$ cat src/rtl/mux_41.sv
// Registered 4:1 multiplexer with capture qualifier and one-cycle output valid.
// Optional registered parity of out is compiled in with MUX_41_PARITY_EN.
module mux_41 #(
  parameter int WIDTH = 4
) (
  input  logic             clk,
  input  logic             rst_n,
  input  logic [WIDTH-1:0] in1,
  input  logic [WIDTH-1:0] in2,
  input  logic [WIDTH-1:0] in3,
  input  logic [WIDTH-1:0] in4,
  input  logic [1:0]       select,
  input  logic             in_valid,
  output logic [WIDTH-1:0] out,
  output logic [1:0]       out_sel,
`ifdef MUX_41_PARITY_EN
  output logic             out_parity,
`endif
  output logic             out_valid
);

  logic [WIDTH-1:0] out_d, out_q;
  logic [1:0]       out_sel_d, out_sel_q;
  logic             out_valid_d, out_valid_q;

  // Data and select hold while idle; only out_valid drops back to zero.
  always_comb begin
    out_d       = out_q;
    out_sel_d   = out_sel_q;
    out_valid_d = 1'b0;
    if (in_valid) begin
      out_sel_d   = select;
      out_valid_d = 1'b1;
      case (select)
        2'b00:   out_d = in1;
        2'b01:   out_d = in2;
        2'b10:   out_d = in3;
        default: out_d = in4;
      endcase
    end
  end

  always_ff @(posedge clk) begin
    if (!rst_n) begin
      out_q       <= '0;
      out_sel_q   <= 2'b00;
      out_valid_q <= 1'b0;
    end else begin
      out_q       <= out_d;
      out_sel_q   <= out_sel_d;
      out_valid_q <= out_valid_d;
    end
  end

  assign out       = out_q;
  assign out_sel   = out_sel_q;
  assign out_valid = out_valid_q;

`ifdef MUX_41_PARITY_EN
  logic out_parity_d, out_parity_q;

  // Parity of the next out value, so it lands on the same edge as out.
  always_comb out_parity_d = ^out_d;

  always_ff @(posedge clk) begin
    if (!rst_n) out_parity_q <= 1'b0;
    else        out_parity_q <= out_parity_d;
  end

  assign out_parity = out_parity_q;
`endif

endmodule

$ cat config.mk
export PLATFORM = sky130hd
export DESIGN_NAME = mux_41
export DESIGN_NICKNAME = d
export VERILOG_FILES = /design/src/rtl/mux_41.sv
export SDC_FILE = /design/constraint.sdc
export NUM_CORES = 1
export LEC_CHECK = 0
export ABC_AREA = 1
export BUFFER_PORTS_ARGS = -buffer_cell sky130_fd_sc_hd__buf_2
export CAP_MARGIN = 20
export CORE_ASPECT_RATIO = 1.1
export CORE_MARGIN = 1.5
export CORE_UTILIZATION = 25
export DETAILED_ROUTE_END_ITERATION = 8
export PLACE_DENSITY = 0.52
export SLEW_MARGIN = 25
export SYNTH_ARGS = -nofsm -noshare
export SYNTH_HDL_FRONTEND = slang
export SYNTH_SLANG_ARGS = --single-unit
$ cat constraint.sdc
create_clock -name clk -period 1.6 [get_ports clk]
set_input_delay 0.32 -clock clk [delete_from_list [all_inputs] [get_ports clk]]
set_output_delay 0.32 -clock clk [all_outputs]
set_load 0.01 [all_outputs]
# Word-level counts from Yosys, hierarchy flattened
# Cells that the tools add are included.
# op_classes
addsub,0
multipliers,0
n_div,0
magnitude_cmp,0
n_eq_ne,2
shift,0
n_mux,2
n_bitwise,0
n_reduce_logical,1
# ops
op,count
$pmux 4 s3,1
$eq 2x1->1 const B,1
$eq 2x2->1 const B,1
$logic_not 2->1,1
$mux 1,1
# totals
regBits,7
latch_bits,0
ram_bits,0
rom_bits,0
input_bits,21
output_inout_bits,7
elab_cells,8
n_memories,0

# Logic depth before layout (Yosys ltp)
# Gate-level depths: netlist of run 1.
# logic_depth
word_depth,2
ltp_mapped,6
mapped_depth_nobuf,5

# Least setup slack after synthesis of run 1
# OpenSTA, ideal clock, no wires.
# synth_timing
path_type,input port to flip-flop
from,in select[1]
to,reg out_q[2] (netlist: out[2])
setup_ns,0.116
t_arrival_ns,0.763
t_required_ns,1.484
slack_ns,0.721
cell_stages,5
path_buffers,1
cell_sequence,buf_6 o21ai_0 nand3_1 nand2_1 a21oi_1
# synth_between
elab_chain_cells,2
elab_cells_between_ends,4
classes_between,2 x eq/ne; 1 x mux; 1 x reduce/logical
# synth_lines
item,line,rtl
from (decl),12,"input logic [1:0] select,"
"$eq 2x2->1, or another cell as far along",34,case (select)
$pmux 4 s3 *,34,
to (signal assigned),49,out_q <= out_d;
to (decl),22,"logic [WIDTH-1:0] out_d, out_q;"
# Mark *: on every way between the ends. The rest lies on a longest branch, timed or not.
# A chain may end at the register's enable or synchronous reset.

# Final worst setup path of run 1
# layout_timing
from,reg out_q[2] (netlist: out[2])
to,out out[2]
# layout_rtl
item,line,rtl
to (decl),14,"output logic [WIDTH-1:0] out,"
# No word-level cell between the ends.

==> flow_metrics.tcl, run 1 <==
set metrics [dict create \
    status "completed" \
    max_freq_mhz 971.8 \
    cts_tree "yes" \
    slew_violations 0 \
    cellLeakagePower_nw 0.2941 \
    arrival_ps 710 \
    cp_num_buf_inv 1 \
    die_h_microns 44.25 \
    synth_cell_types 12 \
    ys_seq_area_frac 0.3625 \
    routed_wl_microns 957 \
    final_hold_viol_count 0 \
    cpPeakStageDelay_ps 330 \
    setup_tns_ps 0 \
    final-setup-viol-count 0 \
    synth_area_leaders "dfxtp_1, nand2_1, nand3_1" \
    finalCritPeriodShare 0.6431 \
    ant_nets 0 \
    numCtsBuffers 3 \
    ir_worst_vdd_mv 0.5510 \
    path_delay_family "flip-flops" \
    dp_hpwl_microns 779.1 \
    highest_layer "met3" \
    dieArea_sq_mm 0.001792 \
    grt_pass1_wl_microns 1483 \
    vias 451 \
    n_antenna_cell 0 \
    final_cell_mix "buf_2, nand2_1, nand3_1, nor2_1, dfxtp_1" \
    antenna_found_initial 0 \
    syn_inst 57 \
    drt-vias-per-instance 4.422 \
    detail_route.iter0.violations 7 \
    finalClockSkew_ps 0 \
    fp-row-count 14 \
    grt_max_degree 10 \
    syn_avg_cell_area_sq_um 6.783 \
    wire_per_inst_microns 9.382 \
    grt_remaining_overflow 0 \
    fin_cells 102 \
    drive_gt1_frac 0.4070 \
    drc_errors 0 \
    post_cts_resized 0 \
    maxCapViolations 0 \
    cts-root-buf "clkbuf_4" \
    worstPathRequired_ps 1280 \
    utilization 0.3893 \
    path_class "reg2out" \
    critPathMaxFanout 2 \
    p_per_area_mw_per_mm2 818.1 \
    port_buffers 27 \
    grt_use_total 0.1243 \
    syn_nets 78 \
    ys_ff_latch 7 \
    route.met2.wl_microns 454 \
    routabilityCongestion 0.7615 \
    route.met3.wl_microns 92 \
    grt_pass1_vias 392 \
    postCtsSetupBuffers 0 \
    path_clk_slew_ps 60 \
    crit_slowest_cell "dfxtp_1" \
    yosys_warnings 0 \
    hold_class "in2reg" \
    startpoint_type "flop" \
    rsz0062_at_grt "false" \
    period_needed_ps 1029 \
    cts_hold_buf 0 \
    cp-end-kind "output pin" \
    worst_slack_ps 571.0 \
    path_cells "buf_2" \
    die_w_microns 40.50 \
    dp_cells 98 \
    cts_buffer_depth 2 \
    synth_area_sq_um 386.6 \
    synthToLayoutAreaGrowth_pct 41.10 \
    core_area_sq_mm 0.001401 \
    final_common_cell "buf_2" \
    clk_latency_ps 250 \
    h-tree-depth 1 \
    clock-sinks 7 \
    synth.largest_area_cell "dfxtp_1" \
    wl_met1_microns 410 \
    dp_slack_ps 558.0 \
    start_util 0.2759 \
    synth.top_cell.area_share 0.3625 \
    fin_nets 108 \
    tightest_slew_ps 231.6 \
    drtPass1Iterations 3 \
    slew_headroom 0.8456 \
    num_io_pins 28 \
]
## synthesized netlist by cell type
master and number:
nand2_1 13, nand3_1 8, nor2_1 8, dfxtp_1 7, a21oi_1 6, o21ai_0 4, inv_2 3, buf_6 2
inv_1 2, o21ai_1 2, nand2_2 1, nor2_8 1
## path summary, 6_finish.rpt
| path | cells past startpoint | end | startpoint | slack (ps) |
|---|---|---|---|---|
| worst max-delay path | 1 | out[2] | out[2]$_SDFFE_PN0P_ | 570 |
| worst min-delay path | 3 | out_valid$_SDFF_PN0_ | rst_n | 300 |
| worst max register to register | 2 | out_sel[0]$_SDFFE_PN0P_ | out_sel[0]$_SDFFE_PN0P_ | 1000 |
| worst min register to register | 2 | out[0]$_SDFFE_PN0P_ | out[0]$_SDFFE_PN0P_ | 460 |
## report_power, final
group | switching, mW | total, mW | internal, mW
Clock | 0.0679 | 0.163 | 0.0954
Combinational | 0.0501 | 0.0925 | 0.0425
Sequential | 0.00453 | 0.190 | 0.186
Total | 0.123 | 0.446 | 0.324
## state kept, by name, summed over array words and instances (netlist names)
name / flops
out: 4
out_sel: 2
out_valid: 1
## per-stage QoR
step	area [sq um]	power, mW	hold slack [ps]
2_1_floorplan	386.6	0.2491	409.4
3_3_place_gp	519.2	0.2883	451.7
3_5_place_dp	519.2	0.2886	455.8
4_1_cts	545.5	0.4551	293.8
5_1_grt	545.5	0.4796	304.1
6_report	545.5	0.4463	296.9
## area by class of cell
cell class / count / area (sq um)
fill: 162 / 855.8
multi-input combinational: 43 / 205.2
sequential: 7 / 140.1
timing repair buffer: 27 / 135.1
clock buffer: 4 / 26.28
tap: 16 / 20.02
inverter: 5 / 18.77
## kinds of logic after synthesis
family / Yosys count / share of synthesized area
AO/OA/AOI/OAI: 12 / 0.1553
buffers and inverters: 7 / 0.1068
flip-flops: 7 / 0.3624
AND/OR/NAND/NOR: 31 / 0.3754
## layer usage
metal / global-route usage / vias to the layer above
met1: 0.1491 / 192
li1: - / 244
met3: 0.08543 / 0
met5: 0 / -
met2: 0.1841 / 15
met4: 0.02000 / 0
(Power assumes the default switching activity.)
==> inputs of run 2 (changes only) <==
--- a/config.mk
+++ b/config.mk
@@ -12,7 +12,7 @@
 export CORE_MARGIN = 1.5
 export CORE_UTILIZATION = 25
 export DETAILED_ROUTE_END_ITERATION = 8
-export PLACE_DENSITY = 0.52
+export PLACE_DENSITY = 0.54
 export SLEW_MARGIN = 25
 export SYNTH_ARGS = -nofsm -noshare
 export SYNTH_HDL_FRONTEND = slang
==> constraint.sdc (replaced) <==
create_clock -name clk -period 0.9 [get_ports clk]
set_input_delay 0.18 -clock clk [delete_from_list [all_inputs] [get_ports clk]]
set_output_delay 0.18 -clock clk [all_outputs]
set_load 0.01 [all_outputs]
==> run 2 against run 1 <==
  * Cell area grew 6.0%
  * Sequential share of layout area shrank 0.15 points
  * Clock power grew 85%
  * Flip-flop and latch count unchanged
  * Critical path type unchanged
  * Largest cell class unchanged
  * Routed wire length up 11%
  * Die area stayed put
  * Non-clock buffer count stayed put
==> flow_metrics.tcl, run 2 (synthesized netlist as in run 1, its figures left out) <==
set metrics [dict create \
    fp-row-count 14 \
    slew_violations 0 \
    worst_slack_ps 17.61 \
    grt_pass1_vias 403 \
    cp-end-kind "output pin" \
    grt_use_total 0.1264 \
    routed_wl_microns 1067 \
    drive_gt1_frac 0.4767 \
    worstReg2RegStart "out_sel[0]$_SDFFE_PN0P_" \
    die_h_microns 44.25 \
    wire_per_inst_microns 10.46 \
    period_needed_ps 882.4 \
    status "completed" \
    numCtsBuffers 3 \
    cellLeakagePower_nw 0.3005 \
    critPathMaxFanout 2 \
    clock-sinks 7 \
    arrival_ps 700 \
    antenna_found_initial 0 \
    core_area_sq_mm 0.001401 \
    crit_end "out[0]" \
    utilization 0.4125 \
    detail_route.iter0.violations 13 \
    path_delay_family "flip-flops" \
    ant_nets 0 \
    worstPathRequired_ps 720 \
    slew_headroom 0.8404 \
    reg2reg_depth 2 \
    grt_pass1_wl_microns 1504 \
    post_cts_resized 0 \
    grt_remaining_overflow 0 \
    regToRegEndpoint "out_sel[0]$_SDFFE_PN0P_" \
    finalCritPeriodShare 0.9804 \
    path_cells "buf_6" \
    final_hold_viol_count 0 \
    dp_slack_ps -5.184 \
    postCtsSetupBuffers 0 \
    dieArea_sq_mm 0.001792 \
    drtPass1Iterations 4 \
    cts_hold_buf 0 \
    rrSetupSlack_ps 290 \
    ir_worst_vdd_mv 0.6189 \
    startpoint_type "flop" \
    final_cell_mix "buf_2, nand2_1, nand3_1, nor2_1" \
    fin_nets 108 \
    dp_hpwl_microns 786.7 \
    grt_max_degree 10 \
    num_io_pins 28 \
    cts_tree "yes" \
    port_buffers 27 \
    cts-root-buf "clkbuf_4" \
    max_freq_mhz 1133 \
    hold_class "in2reg" \
    final_common_cell "buf_2" \
    routabilityCongestion 0.7409 \
    drt-vias-per-instance 4.539 \
    vias 463 \
    n_antenna_cell 0 \
    finalClockSkew_ps 0 \
    tightest_slew_ps 239.4 \
    path_clk_slew_ps 50 \
    h-tree-depth 1 \
    crit_slowest_cell "dfxtp_2" \
    crit_start "out[0]$_SDFFE_PN0P_" \
    path_class "reg2out" \
    clk_latency_ps 260 \
    cp_num_buf_inv 1 \
    cpPeakStageDelay_ps 320 \
    path_depth 1 \
    maxCapViolations 0 \
    p_per_area_mw_per_mm2 1434 \
    synthToLayoutAreaGrowth_pct 49.51 \
    die_w_microns 40.50 \
    cts_buffer_depth 2 \
    rsz0062_at_grt "false" \
    drc_errors 0 \
    largest_reg_flops 4 \
    final-setup-viol-count 0 \
    start_util 0.2759 \
]
## run 2: how the worst min path moves through the flow
stage	from	to	slack, ps	cells after the start
floorplan	in_valid	out_sel[0]$_SDFFE_PN0P_	270	1
global placement	rst_n	out_valid$_SDFF_PN0_	410	3
detailed placement	rst_n	out_valid$_SDFF_PN0_	420	3
CTS	rst_n	out_valid$_SDFF_PN0_	150	3
global route	rst_n	out_valid$_SDFF_PN0_	170	3
finish	rst_n	out_valid$_SDFF_PN0_	150	3
## run 2: report_power, final
group / switching (mW) / total (mW) / internal [mW]
Combinational: 0.0927 / 0.181 / 0.0886
Sequential: 0.0110 / 0.345 / 0.334
Clock: 0.132 / 0.302 / 0.170
## run 2: routing by layer
metal / GRT usage / vias up / routed length (microns)
li1: - / 243 / -
met2: 0.1714 / 22 / 446
met5: 0 / - / 0
met3: 0.05025 / 5 / 90
met4: 0.09333 / 0 / 31
met1: 0.1558 / 193 / 498
## run 2: stage by stage
step	setup TNS (ps)	area, sq um	hold slack (ps)	instances	total power [mW]
detailed placement	-8.068	519.2	417.6	98	0.5140
finish	0	578.1	146.5	102	0.8289
CTS	0	545.5	154.0	102	0.8158
global placement	0	519.2	409.6	98	0.5138
floorplan	0	386.6	269.4	57	0.4429
global route	0	578.1	174.3	102	0.8726
## run 2: cell type report
class                   instances  area [sq um]
repair buffers                 27         160.2
multi-input cells              43         205.2
well taps                      16         20.02
flip-flops and latches          7         147.6
clock buffers                   4         26.28
fillers                       159         823.3
inverters                       5         18.77
